### src/rtl/uart_tx_fifo_param.sv
// UART transmitter fed by a DEPTH-entry FIFO; frames go out back-to-back while data is queued.
// Optional parity bit is enabled with `define UART_PARITY_EN.
module uart_tx_fifo_param #(
  parameter int unsigned CLKS_PER_BIT = 87,
  parameter int unsigned DATA_BITS    = 8,
  parameter int unsigned STOP_BITS    = 1,
  parameter int unsigned DEPTH        = 8,
  parameter int unsigned PARITY_ODD   = 0
) (
  input  logic                     clk,
  input  logic                     i_Rst_L,
  input  logic                     i_TX_Data_Valid,
  input  logic [DATA_BITS-1:0]     i_TX_Byte,
  output logic                     o_TX_Ready,
  output logic [$clog2(DEPTH):0]   o_FIFO_Count,
  output logic                     o_Overflow,
  output logic                     o_TX_Active,
  output logic                     o_TX_Serial,
  output logic                     o_TX_Done
);

  localparam int unsigned PtrW  = $clog2(DEPTH);
  localparam int unsigned CntW  = PtrW + 1;
  localparam int unsigned BaudW = $clog2(CLKS_PER_BIT);

  localparam logic [BaudW-1:0] LastBaud = BaudW'(CLKS_PER_BIT - 1);
  localparam logic [3:0]       LastData = 4'(DATA_BITS - 1);
  localparam logic [3:0]       LastStop = 4'(STOP_BITS - 1);
  localparam logic [CntW-1:0]  Full     = CntW'(DEPTH);

  localparam logic [2:0] StIdle   = 3'd0;
  localparam logic [2:0] StStart  = 3'd1;
  localparam logic [2:0] StData   = 3'd2;
  localparam logic [2:0] StParity = 3'd3;
  localparam logic [2:0] StStop   = 3'd4;

  if (CLKS_PER_BIT < 2 || DATA_BITS < 5 || DATA_BITS > 9 || STOP_BITS < 1 || STOP_BITS > 2 ||
      DEPTH < 2 || (DEPTH & (DEPTH - 1)) != 0 || PARITY_ODD > 1) begin : g_bad_params
    $error("uart_tx_fifo_param: illegal parameter combination");
  end

  logic [DATA_BITS-1:0] mem [DEPTH];
  logic [PtrW-1:0]      wr_ptr_q, rd_ptr_q;
  logic [CntW-1:0]      count_q, count_d;
  logic                 ready_q, ovf_q;

  logic [2:0]           state_q, state_d;
  logic [BaudW-1:0]     baud_q, baud_d;
  logic [3:0]           bit_cnt_q, bit_cnt_d;
  logic [DATA_BITS-1:0] shift_q, shift_d;
  logic                 serial_q, serial_d;
  logic                 active_q, active_d;
  logic                 done_q, done_d;
  logic                 push, pop, bit_end;
`ifdef UART_PARITY_EN
  logic                 parity_q, parity_d;
`endif

  assign push    = i_TX_Data_Valid && ready_q;
  assign bit_end = (baud_q == LastBaud);

  always_comb begin
    state_d   = state_q;
    baud_d    = (state_q == StIdle || bit_end) ? '0 : baud_q + 1'b1;
    bit_cnt_d = bit_cnt_q;
    shift_d   = shift_q;
    serial_d  = serial_q;
    active_d  = active_q;
    done_d    = 1'b0;
    pop       = 1'b0;
`ifdef UART_PARITY_EN
    parity_d  = parity_q;
`endif
    case (state_q)
      StIdle: pop = (count_q != '0);
      StStart: begin
        if (bit_end) begin
          state_d   = StData;
          bit_cnt_d = '0;
          serial_d  = shift_q[0];
        end
      end
      StData: begin
        if (bit_end) begin
          if (bit_cnt_q == LastData) begin
`ifdef UART_PARITY_EN
            state_d  = StParity;
            serial_d = parity_q;
`else
            state_d   = StStop;
            serial_d  = 1'b1;
            bit_cnt_d = '0;
`endif
          end else begin
            bit_cnt_d = bit_cnt_q + 4'd1;
            shift_d   = shift_q >> 1;
            serial_d  = shift_q[1];
          end
        end
      end
`ifdef UART_PARITY_EN
      StParity: begin
        if (bit_end) begin
          state_d   = StStop;
          serial_d  = 1'b1;
          bit_cnt_d = '0;
        end
      end
`endif
      StStop: begin
        if (bit_end) begin
          if (bit_cnt_q == LastStop) begin
            done_d = 1'b1;
            // Chain straight into the next start bit when data is waiting.
            if (count_q != '0) begin
              pop = 1'b1;
            end else begin
              state_d  = StIdle;
              active_d = 1'b0;
              serial_d = 1'b1;
            end
          end else begin
            bit_cnt_d = bit_cnt_q + 4'd1;
          end
        end
      end
      default: state_d = StIdle;
    endcase
    if (pop) begin
      state_d  = StStart;
      serial_d = 1'b0;
      active_d = 1'b1;
      shift_d  = mem[rd_ptr_q];
`ifdef UART_PARITY_EN
      parity_d = (^mem[rd_ptr_q]) ^ (PARITY_ODD != 0);
`endif
    end
  end

  always_comb begin
    count_d = count_q;
    case ({push, pop})
      2'b10:   count_d = count_q + 1'b1;
      2'b01:   count_d = count_q - 1'b1;
      default: count_d = count_q;
    endcase
  end

  // Storage is not reset; only the pointers define what is valid.
  always_ff @(posedge clk) begin
    if (push) mem[wr_ptr_q] <= i_TX_Byte;
  end

  always_ff @(posedge clk or negedge i_Rst_L) begin
    if (!i_Rst_L) begin
      wr_ptr_q  <= '0;
      rd_ptr_q  <= '0;
      count_q   <= '0;
      ready_q   <= 1'b1;
      ovf_q     <= 1'b0;
      state_q   <= StIdle;
      baud_q    <= '0;
      bit_cnt_q <= '0;
      shift_q   <= '0;
      serial_q  <= 1'b1;
      active_q  <= 1'b0;
      done_q    <= 1'b0;
`ifdef UART_PARITY_EN
      parity_q  <= 1'b0;
`endif
    end else begin
      if (push) wr_ptr_q <= wr_ptr_q + 1'b1;
      if (pop)  rd_ptr_q <= rd_ptr_q + 1'b1;
      count_q   <= count_d;
      ready_q   <= (count_d != Full);
      if (i_TX_Data_Valid && !ready_q) ovf_q <= 1'b1;
      state_q   <= state_d;
      baud_q    <= baud_d;
      bit_cnt_q <= bit_cnt_d;
      shift_q   <= shift_d;
      serial_q  <= serial_d;
      active_q  <= active_d;
      done_q    <= done_d;
`ifdef UART_PARITY_EN
      parity_q  <= parity_d;
`endif
    end
  end

  assign o_TX_Ready   = ready_q;
  assign o_FIFO_Count = count_q;
  assign o_Overflow   = ovf_q;
  assign o_TX_Active  = active_q;
  assign o_TX_Serial  = serial_q;
  assign o_TX_Done    = done_q;

endmodule
### config.mk
export PLATFORM = sky130hd
export DESIGN_NAME = uart_tx_fifo_param
export DESIGN_NICKNAME = d
export VERILOG_FILES = /design/src/rtl/uart_tx_fifo_param.sv
export SDC_FILE = /design/constraint.sdc
export NUM_CORES = 1
export LEC_CHECK = 0
export CAP_MARGIN = 20
export CORE_MARGIN = 2
export CORE_UTILIZATION = 45
export CTS_BUF_LIST = sky130_fd_sc_hd__clkbuf_2 sky130_fd_sc_hd__clkbuf_4 sky130_fd_sc_hd__clkbuf_8
export DETAILED_ROUTE_END_ITERATION = 16
export REMOVE_ABC_BUFFERS = 1
export SETUP_SLACK_MARGIN = 0.1
export SYNTH_ARGS = -nofsm -noshare
export SYNTH_HDL_FRONTEND = slang
export SYNTH_SLANG_ARGS = --single-unit
### constraint.sdc
create_clock -name clk -period 8.95 [get_ports clk]
set_input_delay 2.2375 -clock clk [delete_from_list [all_inputs] [get_ports clk]]
set_output_delay 2.2375 -clock clk [all_outputs]
set_load 0.05 [all_outputs]
==> impl_metrics.py <==
metrics = {
    "run_status": {
        "status": "complete, no violations",
    },
    "logic_synthesis": {
        "post-synth-top-count-cell": "sky130_fd_sc_hd__edfxtp_1",
        "async_flop_share_pct": 36.6,
        "synthCells": 305,
        "ys_dominant_reg_cell": "sky130_fd_sc_hd__edfxtp_1",
        "ys_top_cells_by_count": "64 x sky130_fd_sc_hd__edfxtp_1, 35 x sky130_fd_sc_hd__dfrtp_1, 22 x sky130_fd_sc_hd__nor2_1, 16 x sky130_fd_sc_hd__mux4_2, 14 x sky130_fd_sc_hd__nand2_1",
        "yosys_register_bits": 101,
        "number_of_flops_mapped_to_enable_cells_by_yosys": 64,
        "synth.yosys.warnings": 0,
        "yosys-top-cells-area": "sky130_fd_sc_hd__edfxtp_1 42%, sky130_fd_sc_hd__dfrtp_1 19%, sky130_fd_sc_hd__mux4_2 7.9%, sky130_fd_sc_hd__ha_1 2.2%, sky130_fd_sc_hd__mux2i_1 2.0%",
        "postSynthAreaPerCell_sq_um": 14.9,
        "fraction_of_post_synthesis_cell_area_in_the_top_cell_type_by_area_pct": 42.4,
        "netlist-cell-type-count": 58,
        "synth.largest_area_cell": "sky130_fd_sc_hd__edfxtp_1",
        "netlist_area_sq_um": 4530,
        "synth_seq_area_share_pct": 62.9,
    },
    "layout": {
        "flow.area_growth_from_synthesis_pct": 12.4,
        "layout.core_utilization_pct": 52.1,
        "post_route_cells_drive_above_1_share_pct": 16.7,
        "diodes": 0,
        "fin_nets": 349,
    },
    "placement": {
        "port_buffers": 19,
        "detailedPlacementHpwl_mm": 5.40,
        "post-place-ws_ps": 3450,
        "gpl_congestion": 0.779,
    },
    "timing": {
        "final_hold_viol_count": 0,
        "finalSetupTns_ps": 0,
        "rsz0062_at_grt": "false",
        "postLayoutSetupSlackWorst_ps": 3810,
        "setup_viol": 0,
        "tightestPinTransition_ps": 836,
        "skew_ps": 10.8,
        "final.period_utilization_pct": 57.5,
        "final_max_slew_viol_count": 0,
        "timing.max_slew.rel_slack_pct": 43.8,
        "time_the_worst_path_needs_with_i_o_delays_and_setup_ps": 5140,
        "clock.fmax_mhz": 194,
    },
    "critical_path": {
        "critical_path.endpoint_type": "register",
        "crit_fanout": 5,
        "critical_path_class": "primary input to register",
        "cp-start-kind": "primary input",
        "arrival_time_reported_for_the_critical_path_endpoint_ps": 5440,
        "critPathRequiredTime_ps": 9240,
    },
    "clocking": {
        "ctsHoldBuffers": 0,
        "clk-insertion-delay-late_ps": 370,
        "tritoncts": "yes",
        "post_cts_resize_count": 0,
        "clock_sink_count": 101,
        "numCtsBuffers": 9,
        "clock_path_buffers": 2,
        "cts.reportedPaths.clkPinSlew_ps": 100,
        "htree_levels": 3,
        "postCtsSetupBuffers": 0,
        "clock_tree.root_cell": "sky130_fd_sc_hd__clkbuf_8",
    },
    "routing": {
        "postRouteWirelength_mm": 7.97,
        "detail_route.vias_per_cell": 5.42,
        "detail_route.iter0.violations": 159,
        "final_antenna_net_count": 0,
        "drc_violation_count_after_routing": 0,
        "routed-via-count": 2537,
        "route.detailed.wl_per_inst_um": 17.0,
        "first_pass_drt_iterations": 4,
    },
    "grt": {
        "globalRouteOverflowTotal": 0,
        "grt_pass1_wl_mm": 13.3,
        "pin_count_of_the_biggest_net_entering_global_routing": 38,
        "antenna_found_initial": 0,
        "global_route.usage.total_pct": 16.0,
        "first_global_vias": 2470,
    },
    "floorplanning": {
        "die_w_um": 104,
        "io_pins": 20,
        "die_area_sq_um": 10900,
        "initial_core_util_pct": 46.4,
        "placementRows": 36,
        "die_height_um": 104,
        "core_area_sq_um": 9770,
    },
    "min_path": {
        "min-delay-path-class": "register to register",
    },
    "power": {
        "powerDensity_nw_per_um2": 309,
        "power.total_uw": 1570,
        "p_leak_uw": 0.00184,
        "vdd_ir_drop_max_v": 0.000140,
    },
    "flow_run": {
        "cap_violations": 0,
    },
}
==> metrics by stage <==
step / instance area (sq um) / hold slack (ps) / std cells
3_5_place_dp: 4910 / 463 / 452
4_1_cts: 5090 / 486 / 468
6_report: 5090 / 481 / 468
5_1_grt: 5090 / 507 / 468
3_3_place_gp: 4910 / 437 / 452
2_1_floorplan: 4480 / 465 / 293
==> area by class of cell <==
| class | count | area (sq um) |
|---|---|---|
| inverters | 8 | 31.3 |
| clock inverters | 7 | 60.1 |
| clock buffers | 9 | 124 |
| flip-flops and latches | 101 | 2850 |
| fillers | 824 | 4680 |
| well taps | 133 | 166 |
| repair buffers | 26 | 238 |
| multi-input cells | 184 | 1620 |
==> placed cells by master (no fill, tap or decap), drive strengths merged, types with 3 or more instances in the layout <==
cell | synthesis | routed
and2 | 3 | 3
nor4 | 4 | 4
clkdlybuf4s50 | 0 | 18
nand2 | 15 | 15
o21ai | 6 | 6
mux2 | 4 | 4
clkinv | 1 | 4
nand3 | 9 | 9
buf | 6 | 8
nor4b | 4 | 4
nand4 | 3 | 3
a21o | 5 | 5
a21oi | 8 | 8
mux4 | 16 | 16
dfrtp | 35 | 35
nor2b | 4 | 4
a211oi | 3 | 3
inv | 7 | 10
nand2b | 5 | 5
xor2 | 6 | 6
o31ai | 3 | 3
nor2 | 23 | 23
clkbuf | 6 | 9
mux2i | 9 | 9
xnor2 | 9 | 9
a221o | 5 | 5
edfxtp | 64 | 64
ha | 8 | 8
nor3b | 6 | 6
==> worst max-delay path, stage by stage <==
cell	delay, ps
sky130_fd_sc_hd__clkdlybuf4s50_1	500
sky130_fd_sc_hd__a211oi_1	520
sky130_fd_sc_hd__and2_1	350
sky130_fd_sc_hd__nand2_4	110
sky130_fd_sc_hd__xnor2_1	160
sky130_fd_sc_hd__ha_1	200
sky130_fd_sc_hd__a21oi_1	340
sky130_fd_sc_hd__nor2_1	80
sky130_fd_sc_hd__a311o_1	360
sky130_fd_sc_hd__nor4_1	250
sky130_fd_sc_hd__o32ai_1	120
sky130_fd_sc_hd__a22oi_1	200
==> per-layer routing <==
layer	track usage [%]	part of all wire [%]	vias to the layer above
met2	24.7	47	28
met3	3.82	3.3	12
met4	5.50	1.5	0
met1	22.4	48	1268
li1	-	-	1229
met5	0	0	-
==> registers in the layout (all words and copies together) (netlist names), 3 cells and up <==
signal	count
bit_cnt_q	4
mem	64
rd_ptr_q	3
state_q	3
o_FIFO_Count	4
baud_q	7
shift_q	8
wr_ptr_q	3
==> report_power, final <==
group	total, uW	switching, uW	internal, uW
Clock	269	163	105
Combinational	585	306	279
Sequential	719	117	602
==> path summary, 6_finish.rpt <==
check	to	slack [ps]	from	cells after the start
setup / recovery	o_TX_Ready$_DFF_PN1_	3810	i_TX_Data_Valid	12
hold reg to reg	o_Overflow$_DFFE_PN0P_	480	o_Overflow$_DFFE_PN0P_	1
min in group asynchronous	o_TX_Done$_DFF_PN0_	1970	i_Rst_L	1
max in group asynchronous	bit_cnt_q[0]$_DFFE_PN0P_	6460	i_Rst_L	1
hold / removal	o_Overflow$_DFFE_PN0P_	480	o_Overflow$_DFFE_PN0P_	1
setup reg to reg	o_TX_Ready$_DFF_PN1_	5320	state_q[2]$_DFFE_PN0P_	11
==> cell families after synthesis <==
logic type      synth area share, %
compound gates                 7.18
buf+inv                        1.82
fa+ha+maj                      2.21
simple gates                   11.6
flops                          62.9
xor+xnor                       3.40
mux                            10.9
(Power assumes the default switching activity.)
